===== src/rtl/uart_tx_arbiter_if.sv =====
// Handshake bundle joining the echo path, the report sender and the UART transmitter
// to the TX arbiter. The arbiter uses the slave view; the surrounding logic uses master.
interface uart_tx_arbiter_if #(
    parameter int ECHO_DEPTH = 8
);
    localparam int LVL_W = $clog2(ECHO_DEPTH) + 1;

    logic             i_echo_valid;
    logic [7:0]       i_echo_data;
    logic             i_rpt_valid;
    logic [7:0]       i_rpt_data;
    logic             i_rpt_last;
    logic             o_rpt_ready;
    logic [7:0]       o_tx_data;
    logic             o_tx_start;
    logic             i_tx_busy;
    logic             o_grant_rpt;
    logic [LVL_W-1:0] o_echo_level;
    logic             o_echo_ovf;
    logic             i_ovf_clr;
    logic             o_rpt_abort;

    modport slave (
        input  i_echo_valid, i_echo_data, i_rpt_valid, i_rpt_data, i_rpt_last,
        input  i_tx_busy, i_ovf_clr,
        output o_rpt_ready, o_tx_data, o_tx_start, o_grant_rpt, o_echo_level,
        output o_echo_ovf, o_rpt_abort
    );

    modport master (
        output i_echo_valid, i_echo_data, i_rpt_valid, i_rpt_data, i_rpt_last,
        output i_tx_busy, i_ovf_clr,
        input  o_rpt_ready, o_tx_data, o_tx_start, o_grant_rpt, o_echo_level,
        input  o_echo_ovf, o_rpt_abort
    );
endinterface


===== src/rtl/uart_tx_arbiter.sv =====
// Shares one UART TX channel between buffered echo bytes and multi-byte report messages,
// with round-robin arbitration at message boundaries and a gap timeout on report locks.
module uart_tx_arbiter #(
    parameter int         ECHO_DEPTH  = 8,
    parameter logic [7:0] FILTER_0    = 8'h70,
    parameter logic [7:0] FILTER_1    = 8'h50,
    parameter int         RPT_GAP_MAX = 4096
) (
    input  logic             clk,
    input  logic             reset,
    uart_tx_arbiter_if.slave bus
);
    localparam int PTR_W = $clog2(ECHO_DEPTH);
    localparam int LVL_W = PTR_W + 1;
    localparam int GAP_W = $clog2(RPT_GAP_MAX + 1);
    localparam logic [LVL_W-1:0] FULL_LVL = LVL_W'(ECHO_DEPTH);
    localparam logic [GAP_W-1:0] GAP_LAST = GAP_W'(RPT_GAP_MAX - 1);

    typedef enum logic [2:0] {S_IDLE, S_ISSUE, S_ARM, S_WAIT, S_RGAP} state_e;

    state_e           state_q, state_d;
    logic             grant_rpt_q, grant_rpt_d;
    logic             rr_rpt_q, rr_rpt_d;
    logic             last_q, last_d;
    logic [GAP_W-1:0] gap_q, gap_d;
    logic [7:0]       tx_data_q, tx_data_d;
    logic [PTR_W-1:0] wr_ptr_q, wr_ptr_d, rd_ptr_q, rd_ptr_d;
    logic [LVL_W-1:0] level_q, level_d;
    logic             ovf_q, ovf_d;
    logic [7:0]       mem_q [ECHO_DEPTH];

    logic push_req, push_ok, pop, full, echo_req;
    logic tx_start, rpt_ready, rpt_abort;

    // Echo FIFO: filtered bytes never enter; a pop frees the slot for a same-cycle push.
    always_comb begin
        push_req = bus.i_echo_valid && (bus.i_echo_data != FILTER_0)
                   && (bus.i_echo_data != FILTER_1);
        pop      = (state_q == S_ISSUE) && !grant_rpt_q;
        full     = (level_q == FULL_LVL);
        push_ok  = push_req && (!full || pop);
        wr_ptr_d = push_ok ? wr_ptr_q + PTR_W'(1) : wr_ptr_q;
        rd_ptr_d = pop ? rd_ptr_q + PTR_W'(1) : rd_ptr_q;
        level_d  = level_q + LVL_W'(push_ok) - LVL_W'(pop);
        if (bus.i_ovf_clr)
            ovf_d = 1'b0;
        else
            ovf_d = ovf_q | (push_req && !push_ok);
    end

    // NOTE: every signal gets a default before the case so no path can infer a latch.
    always_comb begin
        state_d     = state_q;
        grant_rpt_d = grant_rpt_q;
        rr_rpt_d    = rr_rpt_q;
        last_d      = last_q;
        gap_d       = gap_q;
        tx_data_d   = tx_data_q;
        tx_start    = 1'b0;
        rpt_ready   = 1'b0;
        rpt_abort   = 1'b0;
        echo_req    = (level_q != '0);
        unique case (state_q)
            S_IDLE: begin
                if (bus.i_rpt_valid && (!echo_req || !rr_rpt_q)) begin
                    grant_rpt_d = 1'b1;
                    state_d     = S_ISSUE;
                end else if (echo_req) begin
                    grant_rpt_d = 1'b0;
                    state_d     = S_ISSUE;
                end
            end
            S_ISSUE: begin
                tx_start  = 1'b1;
                rpt_ready = grant_rpt_q;
                tx_data_d = grant_rpt_q ? bus.i_rpt_data : mem_q[rd_ptr_q];
                last_d    = grant_rpt_q && bus.i_rpt_last;
                state_d   = S_ARM;
            end
            S_ARM: state_d = S_WAIT;
            S_WAIT: begin
                if (!bus.i_tx_busy) begin
                    if (!grant_rpt_q || last_q) begin
                        grant_rpt_d = 1'b0;
                        rr_rpt_d    = grant_rpt_q;
                        state_d     = S_IDLE;
                    end else begin
                        gap_d   = '0;
                        state_d = S_RGAP;
                    end
                end
            end
            S_RGAP: begin
                if (bus.i_rpt_valid) begin
                    state_d = S_ISSUE;
                end else if (gap_q == GAP_LAST) begin
                    rpt_abort   = 1'b1;
                    grant_rpt_d = 1'b0;
                    rr_rpt_d    = 1'b1;
                    state_d     = S_IDLE;
                end else begin
                    gap_d = gap_q + GAP_W'(1);
                end
            end
            default: state_d = S_IDLE;
        endcase
    end

    // NOTE: sequential state uses non-blocking assignments so every flop samples pre-edge values.
    always_ff @(posedge clk or negedge reset) begin
        if (!reset) begin
            state_q     <= S_IDLE;
            grant_rpt_q <= 1'b0;
            rr_rpt_q    <= 1'b0;
            last_q      <= 1'b0;
            gap_q       <= '0;
            tx_data_q   <= '0;
            wr_ptr_q    <= '0;
            rd_ptr_q    <= '0;
            level_q     <= '0;
            ovf_q       <= 1'b0;
        end else begin
            state_q     <= state_d;
            grant_rpt_q <= grant_rpt_d;
            rr_rpt_q    <= rr_rpt_d;
            last_q      <= last_d;
            gap_q       <= gap_d;
            tx_data_q   <= tx_data_d;
            wr_ptr_q    <= wr_ptr_d;
            rd_ptr_q    <= rd_ptr_d;
            level_q     <= level_d;
            ovf_q       <= ovf_d;
        end
    end

    // NOTE: storage is not reset; the cleared pointers and level make stale contents unreachable.
    always_ff @(posedge clk) begin
        if (push_ok)
            mem_q[wr_ptr_q] <= bus.i_echo_data;
    end

    assign bus.o_tx_start   = tx_start;
    assign bus.o_tx_data    = tx_start ? tx_data_d : tx_data_q;
    assign bus.o_rpt_ready  = rpt_ready;
    assign bus.o_rpt_abort  = rpt_abort;
    assign bus.o_grant_rpt  = grant_rpt_q;
    assign bus.o_echo_level = level_q;
    assign bus.o_echo_ovf   = ovf_q;
endmodule

===== src/flat_wrapper.sv =====
// flat-port wrapper written by rule: the top's interface ports become plain ports
module uart_tx_arbiter_flat 
#(
    parameter int         ECHO_DEPTH  = 8,
    parameter logic [7:0] FILTER_0    = 8'h70,
    parameter logic [7:0] FILTER_1    = 8'h50,
    parameter int         RPT_GAP_MAX = 4096
)
  (clk, reset, bus_i_echo_valid, bus_i_echo_data, bus_i_rpt_valid, bus_i_rpt_data, bus_i_rpt_last, bus_i_tx_busy, bus_i_ovf_clr, bus_o_rpt_ready, bus_o_tx_data, bus_o_tx_start, bus_o_grant_rpt, bus_o_echo_level, bus_o_echo_ovf, bus_o_rpt_abort);
  uart_tx_arbiter_if #(.ECHO_DEPTH(ECHO_DEPTH)) bus_i ();
  input  logic clk;
  input  logic reset;
  input wire logic [$bits(bus_i.i_echo_valid)-1:0] bus_i_echo_valid;
  input wire logic [$bits(bus_i.i_echo_data)-1:0] bus_i_echo_data;
  input wire logic [$bits(bus_i.i_rpt_valid)-1:0] bus_i_rpt_valid;
  input wire logic [$bits(bus_i.i_rpt_data)-1:0] bus_i_rpt_data;
  input wire logic [$bits(bus_i.i_rpt_last)-1:0] bus_i_rpt_last;
  input wire logic [$bits(bus_i.i_tx_busy)-1:0] bus_i_tx_busy;
  input wire logic [$bits(bus_i.i_ovf_clr)-1:0] bus_i_ovf_clr;
  output wire logic [$bits(bus_i.o_rpt_ready)-1:0] bus_o_rpt_ready;
  output wire logic [$bits(bus_i.o_tx_data)-1:0] bus_o_tx_data;
  output wire logic [$bits(bus_i.o_tx_start)-1:0] bus_o_tx_start;
  output wire logic [$bits(bus_i.o_grant_rpt)-1:0] bus_o_grant_rpt;
  output wire logic [$bits(bus_i.o_echo_level)-1:0] bus_o_echo_level;
  output wire logic [$bits(bus_i.o_echo_ovf)-1:0] bus_o_echo_ovf;
  output wire logic [$bits(bus_i.o_rpt_abort)-1:0] bus_o_rpt_abort;
  assign bus_i.i_echo_valid = bus_i_echo_valid;
  assign bus_i.i_echo_data = bus_i_echo_data;
  assign bus_i.i_rpt_valid = bus_i_rpt_valid;
  assign bus_i.i_rpt_data = bus_i_rpt_data;
  assign bus_i.i_rpt_last = bus_i_rpt_last;
  assign bus_i.i_tx_busy = bus_i_tx_busy;
  assign bus_i.i_ovf_clr = bus_i_ovf_clr;
  assign bus_o_rpt_ready = bus_i.o_rpt_ready;
  assign bus_o_tx_data = bus_i.o_tx_data;
  assign bus_o_tx_start = bus_i.o_tx_start;
  assign bus_o_grant_rpt = bus_i.o_grant_rpt;
  assign bus_o_echo_level = bus_i.o_echo_level;
  assign bus_o_echo_ovf = bus_i.o_echo_ovf;
  assign bus_o_rpt_abort = bus_i.o_rpt_abort;
  uart_tx_arbiter #(.ECHO_DEPTH(ECHO_DEPTH), .FILTER_0(FILTER_0), .FILTER_1(FILTER_1), .RPT_GAP_MAX(RPT_GAP_MAX)) u_core (.clk(clk), .reset(reset), .bus(bus_i));
endmodule

===== config.mk =====
export PLATFORM = sky130hd
export DESIGN_NAME = uart_tx_arbiter_flat
export DESIGN_NICKNAME = d
export VERILOG_FILES = /design/src/rtl/uart_tx_arbiter_if.sv /design/src/rtl/uart_tx_arbiter.sv /design/src/flat_wrapper.sv
export SDC_FILE = /design/constraint.sdc
export NUM_CORES = 1
export LEC_CHECK = 0
export CORE_MARGIN = 2
export CORE_UTILIZATION = 52
export DETAILED_ROUTE_END_ITERATION = 8
export PLACE_DENSITY = 0.87
export SLEW_MARGIN = 25
export SYNTH_ARGS = -nofsm -noshare
export SYNTH_HDL_FRONTEND = slang
export SYNTH_SLANG_ARGS = --single-unit

===== constraint.sdc =====
create_clock -name clk -period 2.95 [get_ports clk]
set_clock_uncertainty 0.2 [all_clocks]
set_input_delay 0.295 -clock clk [delete_from_list [all_inputs] [get_ports clk]]
set_output_delay 0.295 -clock clk [all_outputs]
set_load 0.02 [all_outputs]

==> metrics.txt, run 1 <==
first-pass GRT wire length 15.2 mm; Seq/Total Area, Yosys 62.4%; die area 0.00963 mm²; Rel. slew slack 42.3%; Post-Layout Cell Count 495; critical path endpoint category register; All-Layer GR Usage 20.6%; Synth top area share 41.7%; crit path time final 2.84 ns; Post-Synthesis Cells 323; crit path DAT 2.64 ns; outcome complete, no violations; TNS Setup 0 ns; internal power 3.06 mW; GR Overflow Total 0; WL final 9.57 mm; clock slew at reported path FFs 0.11 ns; Hold WC Path Type input port to register; via count 2,962; crit-path cells or4b_4 -> a221oi_4 -> nand2_1 -> nor2_1; switch share 36.4%; TritonRoute pass-1 iters 6; Die Height 98.1 µm; WS Path Type register to register; max incr delay on CP 0.70 ns; Post-Syn Area per Cell 14.3 µm²; CORE AREA 0.00864 mm²; Antenna Nets Post-Route 0; most frequent cells in the layout edfxtp_1, dfrtp_1, clkdlybuf4s50_1; initial core utilization 53.3%; Via-to-Cell Ratio 5.98; clock buffer depth 2; TritonCTS Buffers 9; DP HPWL 6.75 mm; worst skew pair latency 0.37 ns; Worst-Margin Slew 0.863 ns; Static Leak 2.11 nW; port buffer count 39; top post-synthesis cells by area edfxtp_1, dfrtp_1, mux4_2, ha_1, mux2i_1; R2R Setup Slk 0.11 ns; EDFF count, synth 64; CP startpoint u_core.state_q[2]$_DFFE_PN0P_; global placement routability congestion 0.865; diode count 0; RSZ-0062 raised after global routing true; largest net degree at the start of global routing 39; IO Count 40; H-tree levels 3; hold wc startpoint bus_i_ovf_clr; Max Fclk 0.352 GHz; Final nets 415; post-CTS setup buffers 0; Worst Path Max Fanout 11; CP startpoint kind register; Comb pwr share 39.1%; Final Setup Violations 0; Power Total 4.81 mW; vias in the first global route 2,890; dpl cells 478; Cell variety after synth 62; pwr dens 881 mW/mm²; Max-Cap Viols 0; Reg-to-Reg Start u_core.state_q[2]$_DFFE_PN0P_; 1st-iter DRT viols 225; Slew Viols, Final 0; Cell Rows 34; # DRC 0; placed cell areas 0.00524 mm²; net switching power 1.75 mW; post-DR wirelength/cell 19.3 µm; DIE WIDTH 98.1 µm; commonest non-fill, non-tap cell in the layout edfxtp_1; initial antenna violation count 0; Root Buffer clkbuf_8; VDD IR max 0.000420 V; Seq cells post-synth 102; post-synth top area cell edfxtp_1; Post-synth ARST share 37.3%; warnings from Yosys 0; Syn Std Cell Area 0.00461 mm²; clock sinks 102; CP max stage cell nor2_1; Hold Vio Cnt, Final 0; area grow syn2layout 18.6%; final period utilization 96.4%; clock power share 18.4%; final design instance area without fill 0.00546 mm²; Seq pwr share 42.5%; Syn Nets 356; share of layout cells above drive strength 1 17.8%; Data required, critical path 2.75 ns; CTS tree yes; prevailing post-synth register cell edfxtp_1
[registers in the layout, summed over array words and instances, names as in the netlist]
| name | flops |
|---|---|
| u_core.last_q | 1 |
| u_core.bus.o_echo_ovf | 1 |
| u_core.state_q | 3 |
| u_core.bus.o_grant_rpt | 1 |
| u_core.gap_q | 13 |
| u_core.wr_ptr_q | 3 |
| u_core.mem_q | 64 |
| u_core.rd_ptr_q | 3 |
| u_core.bus.o_echo_level | 4 |
| u_core.rr_rpt_q | 1 |
| u_core.tx_data_q | 8 |
[power by group through the flow]
stage               clock network (mW)  registers (mW)  logic, mW
finish                           0.884            2.05       1.88
floorplan                            0            2.03       1.25
global route                     0.942            2.07       2.05
CTS                              0.896            2.05       1.90
detailed placement                   0            2.07       1.95
global placement                     0            2.05       1.86
[through the flow]
stage,utilization [%],hold WS [ns],worst slack [ns]
after floorplan,-,-0.201,0.170
after global placement,60.7,0.249,0.172
after detailed placement,60.7,0.264,0.0190
after CTS,63.2,0.278,0.0308
after global routing,63.2,0.273,-0.0169
final,63.2,0.282,0.107
[critical path: cells and delay by family (launching register included)]
kind | cells | cell delay, ns
simple gates | 3 | 1.44
flops | 1 | 0.48
compound gates | 1 | 0.35
[cell families (layout without fill, tap and decap cells)]
family | Yosys count | after routing | synth area share [%]
DFF | 102 | 102 | 62.4
muxes | 29 | 29 | 10.8
and+or+nand+nor | 93 | 93 | 11.1
AOI/OAI and AO/OA | 55 | 55 | 8.99
adders and majority gates | 10 | 10 | 2.88
xor gates and xnor gates | 6 | 6 | 1.14
buffers and inverters | 28 | 92 | 2.72
[cell usage after synthesis (3+ instances only)]
cell,count
nor3_1,6
nor4_1,3
edfxtp_1,64
mux2i_1,9
o21ai_0,10
a21oi_1,16
xnor2_1,3
dfrtp_1,38
nand2_1,23
xor2_1,3
nand2b_1,3
a211o_1,4
nor3b_1,4
buf_2,4
a221o_1,3
inv_1,15
nor4b_1,3
mux2_2,3
and3_1,4
nor2_1,24
nor2b_1,3
ha_1,9
mux4_2,16
clkbuf_1,6
[layout make-up]
class,count,area [µm²]
timing repair buffer,61,571
inverter,15,56.3
clock buffer,9,124
fill,610,3170
multi-input combinational,193,1620
sequential,102,2870
tap,108,135
clock inverter,7,86.3
[worst paths after layout]
| check | end | depth (start not counted) |
|---|---|---|
| worst max-delay path | u_core.mem_q[5][4]$_DFFE_PP_ | 4 |
| worst min-delay path | u_core.bus.o_echo_ovf$_DFF_PN0_ | 2 |
| worst max register to register | u_core.mem_q[5][4]$_DFFE_PP_ | 4 |
| worst min register to register | u_core.wr_ptr_q[2]$_DFFE_PN0P_ | 1 |
| max in group asynchronous | u_core.state_q[2]$_DFFE_PN0P_ | 2 |
| min in group asynchronous | u_core.bus.o_echo_level[2]$_DFF_PN0_ | 2 |
[per-layer routing]
layer | track usage [%] | up-vias | routed length, µm
met2 | 34.1 | 122 | 4940
met1 | 27.9 | 1469 | 3810
li1 | - | 1358 | -
met3 | 4.15 | 13 | 665
met5 | 0 | - | 0
met4 | 5.88 | 0 | 154
[what timing repair did]
action                     4_1_cts  5_1_grt
hold endpoints to repair        38        0
pin swaps                        0        0
resized for setup               10        3
hold buffers                     1        0
setup endpoints to repair        9       51
No activity file was read; power rests on OpenSTA's default activity.
==> run 2, diff against run 1 <==
--- a/config.mk
+++ b/config.mk
@@ -6,9 +6,11 @@
 export NUM_CORES = 1
 export LEC_CHECK = 0
 export CORE_MARGIN = 2
-export CORE_UTILIZATION = 52
+export CORE_UTILIZATION = 57
+export CTS_CLUSTER_DIAMETER = 120
 export DETAILED_ROUTE_END_ITERATION = 8
-export PLACE_DENSITY = 0.87
+export DONT_BUFFER_PORTS = 1
+export PLACE_DENSITY = 0.86
 export SLEW_MARGIN = 25
 export SYNTH_ARGS = -nofsm -noshare
 export SYNTH_HDL_FRONTEND = slang
==> run 2 against run 1 <==
Net effect: register-to-register slack improved by 0.18 ns; via count is 2.6% lower; clock power grew 7.0%; wire length increased by 0.85%; largest cell class unchanged; cell count is 6.7% lower; final area decreased by 5.1%; critical path type is now register to output port; sequential power rose by 5%; die area shrank 8.4%; combinational power decreased by 14%.
==> metrics.txt, run 2 (same netlist as run 1, synthesis figures left out) <==
Seq pwr share 45.6% (was 42.5%); Reg with most FFs u_core.mem_q (unchanged); Max-Cap Viols 0 (unchanged); Hold WC Path Type input port to register (unchanged); clock sinks 102 (unchanged); R2R Setup Slk 0.29 ns (was 0.11 ns); via count 2,885 (was 2,962); DP HPWL 6.53 mm (was 6.75 mm); CORE AREA 0.00777 mm² (was 0.00864 mm²); area grow syn2layout 12.6% (was 18.6%); outcome complete, no violations (unchanged); Worst Setup EP bus_o_tx_data[5] (was u_core.mem_q[5][4]$_DFFE_PP_); crit path DAT 2.18 ns (was 2.64 ns); final period utilization 90.5% (was 96.4%); post-CTS setup buffers 0 (unchanged); global placement routability congestion 0.869 (was 0.865); 1st-iter DRT viols 213 (was 225); net switching power 1.70 mW (was 1.75 mW); Static Leak 1.98 nW (was 2.11 nW); CTS tree yes (unchanged); crit path time final 2.67 ns (was 2.84 ns); Final nets 388 (was 415); internal power 3.02 mW (was 3.06 mW); most frequent cells in the layout edfxtp_1, dfrtp_1, nor2_1 (was edfxtp_1, dfrtp_1, clkdlybuf4s50_1); vias in the first global route 2,876 (was 2,890); clock buffer depth 2 (unchanged); Reg-to-Reg Start u_core.state_q[1]$_DFFE_PN0P_ (was u_core.state_q[2]$_DFFE_PN0P_); pwr dens 911 mW/mm² (was 881 mW/mm²); initial antenna violation count 0 (unchanged); Die Height 93.9 µm (was 98.1 µm); TNS Setup 0 ns (unchanged); share of layout cells above drive strength 1 18.1% (was 17.8%); critical path endpoint category output port (was register); Worst Path Max Fanout 18 (was 11); first-pass GRT wire length 15.3 mm (was 15.2 mm); H-tree levels 3 (unchanged); clock power share 20.0% (was 18.4%); # DRC 0 (unchanged); die area 0.00882 mm² (was 0.00963 mm²); Hold Vio Cnt, Final 0 (unchanged); Rel. slew slack 45.2% (was 42.3%); DIE WIDTH 93.9 µm (was 98.1 µm); Via-to-Cell Ratio 6.24 (was 5.98); CP startpoint kind register (unchanged); WS Path Type register to output port (was register to register); GR Overflow Total 0 (unchanged); WL final 9.65 mm (was 9.57 mm); largest net degree at the start of global routing 39 (unchanged); CP startpoint u_core.rd_ptr_q[1]$_DFFE_PN0P_ (was u_core.state_q[2]$_DFFE_PN0P_); CTS Hold Bufs 14 (was 1); clock slew at reported path FFs 0.11 ns (about the same); diode count 0 (unchanged); max FFs per register 64 (unchanged); post-DR wirelength/cell 20.9 µm (was 19.3 µm); Crit Reg-Reg Endpoint u_core.mem_q[4][5]$_DFFE_PP_ (was u_core.mem_q[5][4]$_DFFE_PP_); Worst-Margin Slew 0.822 ns (was 0.863 ns); All-Layer GR Usage 23.6% (was 20.6%); Largest regs u_core.mem_q: 64 flops, u_core.gap_q: 13 flops, u_core.tx_data_q: 8 flops (unchanged); commonest non-fill, non-tap cell in the layout edfxtp_1 (unchanged); TritonRoute pass-1 iters 5 (was 6); Util after Layout 66.7% (was 63.2%); RSZ-0062 raised after global routing false (was true); initial core utilization 59.3% (was 53.3%); Final Setup Violations 0 (unchanged); Data required, critical path 2.46 ns (was 2.75 ns); Root Buffer clkbuf_8 (unchanged); port buffer count 0 (was 39); TritonCTS Buffers 9 (unchanged); Max Fclk 0.374 GHz (was 0.352 GHz); Antenna Nets Post-Route 0 (unchanged); VDD IR max 0.000389 V (was 0.000420 V); worst skew pair latency 0.37 ns (about the same); CTS resizes 0 (was 10); Comb pwr share 34.4% (was 39.1%); FF-to-FF path depth 5 (was 4); Slew Viols, Final 0 (unchanged); Cell Rows 32 (was 34); IO Count 40 (unchanged); switch share 36.1% (was 36.4%)
run 2: cell types whose count changed in the layout (fill, tap and decap cells not counted), sizes merged:
cell / before / now
dlygate4sd3: 1 / 13
dlygate4sd2: 8 / 0
clkinv: 4 / 2
inv: 18 / 19
bufinv: 0 / 1
dlymetal6s2s: 1 / 0
clkdlybuf4s50: 29 / 0
buf: 22 / 21
run 2: power groups by stage:
stage	clock [mW]	sequential (mW)	combinational [mW]
final	0.946	2.15	1.62
after global routing	1.00	2.19	1.78
after CTS	0.958	2.15	1.64
after detailed placement	0	2.18	1.59
after global placement	0	2.15	1.50
after floorplan	0	2.03	1.25
run 2: worst max-delay path, stage by stage, from the launching register on:
cell     delay (ns)
dfrtp_1        0.89
mux4_2         0.46
mux2i_1        0.18
o21ai_0        0.10
buf_4          0.17
run 2: how the worst min path moves through the flow:
stage / cells past startpoint / start / end / slack, ns
after floorplan: 0 / reset / u_core.bus.o_echo_level[0]$_DFF_PN0_ / -0.20
after detailed placement: 0 / reset / u_core.gap_q[8]$_DFFE_PN0P_ / -0.20
after CTS: 3 / bus_i_tx_busy / u_core.rr_rpt_q$_DFFE_PN0P_ / 0.03
after global placement: 0 / reset / u_core.gap_q[8]$_DFFE_PN0P_ / -0.20
after global routing: 2 / bus_i_rpt_valid / u_core.bus.o_grant_rpt$_DFFE_PN0P_ / 0.06
final: 3 / bus_i_tx_busy / u_core.rr_rpt_q$_DFFE_PN0P_ / 0.04
run 2: routing by layer:
metal  global-route usage, %  routed length [µm]  vias up
li1                        -                   -     1295
met1                    32.3                4040     1420
met2                    37.1                4570      149
met3                    6.90                 830       21
met4                    7.00                 212        0
met5                       0                   0        -
run 2: area by class of cell:
| type | count | area [µm²] |
|---|---|---|
| Clock inverter | 7 | 95.1 |
| Fill cell | 539 | 2580 |
| Tap cell | 102 | 128 |
| Timing Repair Buffer | 34 | 300 |
| Inverter | 15 | 56.3 |
| Multi-Input combinational cell | 193 | 1610 |
| Sequential cell | 102 | 2870 |
| Clock buffer | 9 | 124 |
run 2: per-stage QoR:
step           cell area (µm²)  setup slack [ns]  std cells  power (mW)  hold slack, ns
3_3_place_gp              4810             0.380        432        3.65          -0.200
6_report                  5180             0.280        462        4.72          0.0353
5_1_grt                   5180             0.108        462        4.98          0.0588
3_5_place_dp              4810             0.322        432        3.77          -0.200
4_1_cts                   5180             0.298        462        4.75          0.0265
2_1_floorplan             4610             0.170        323        3.27          -0.201
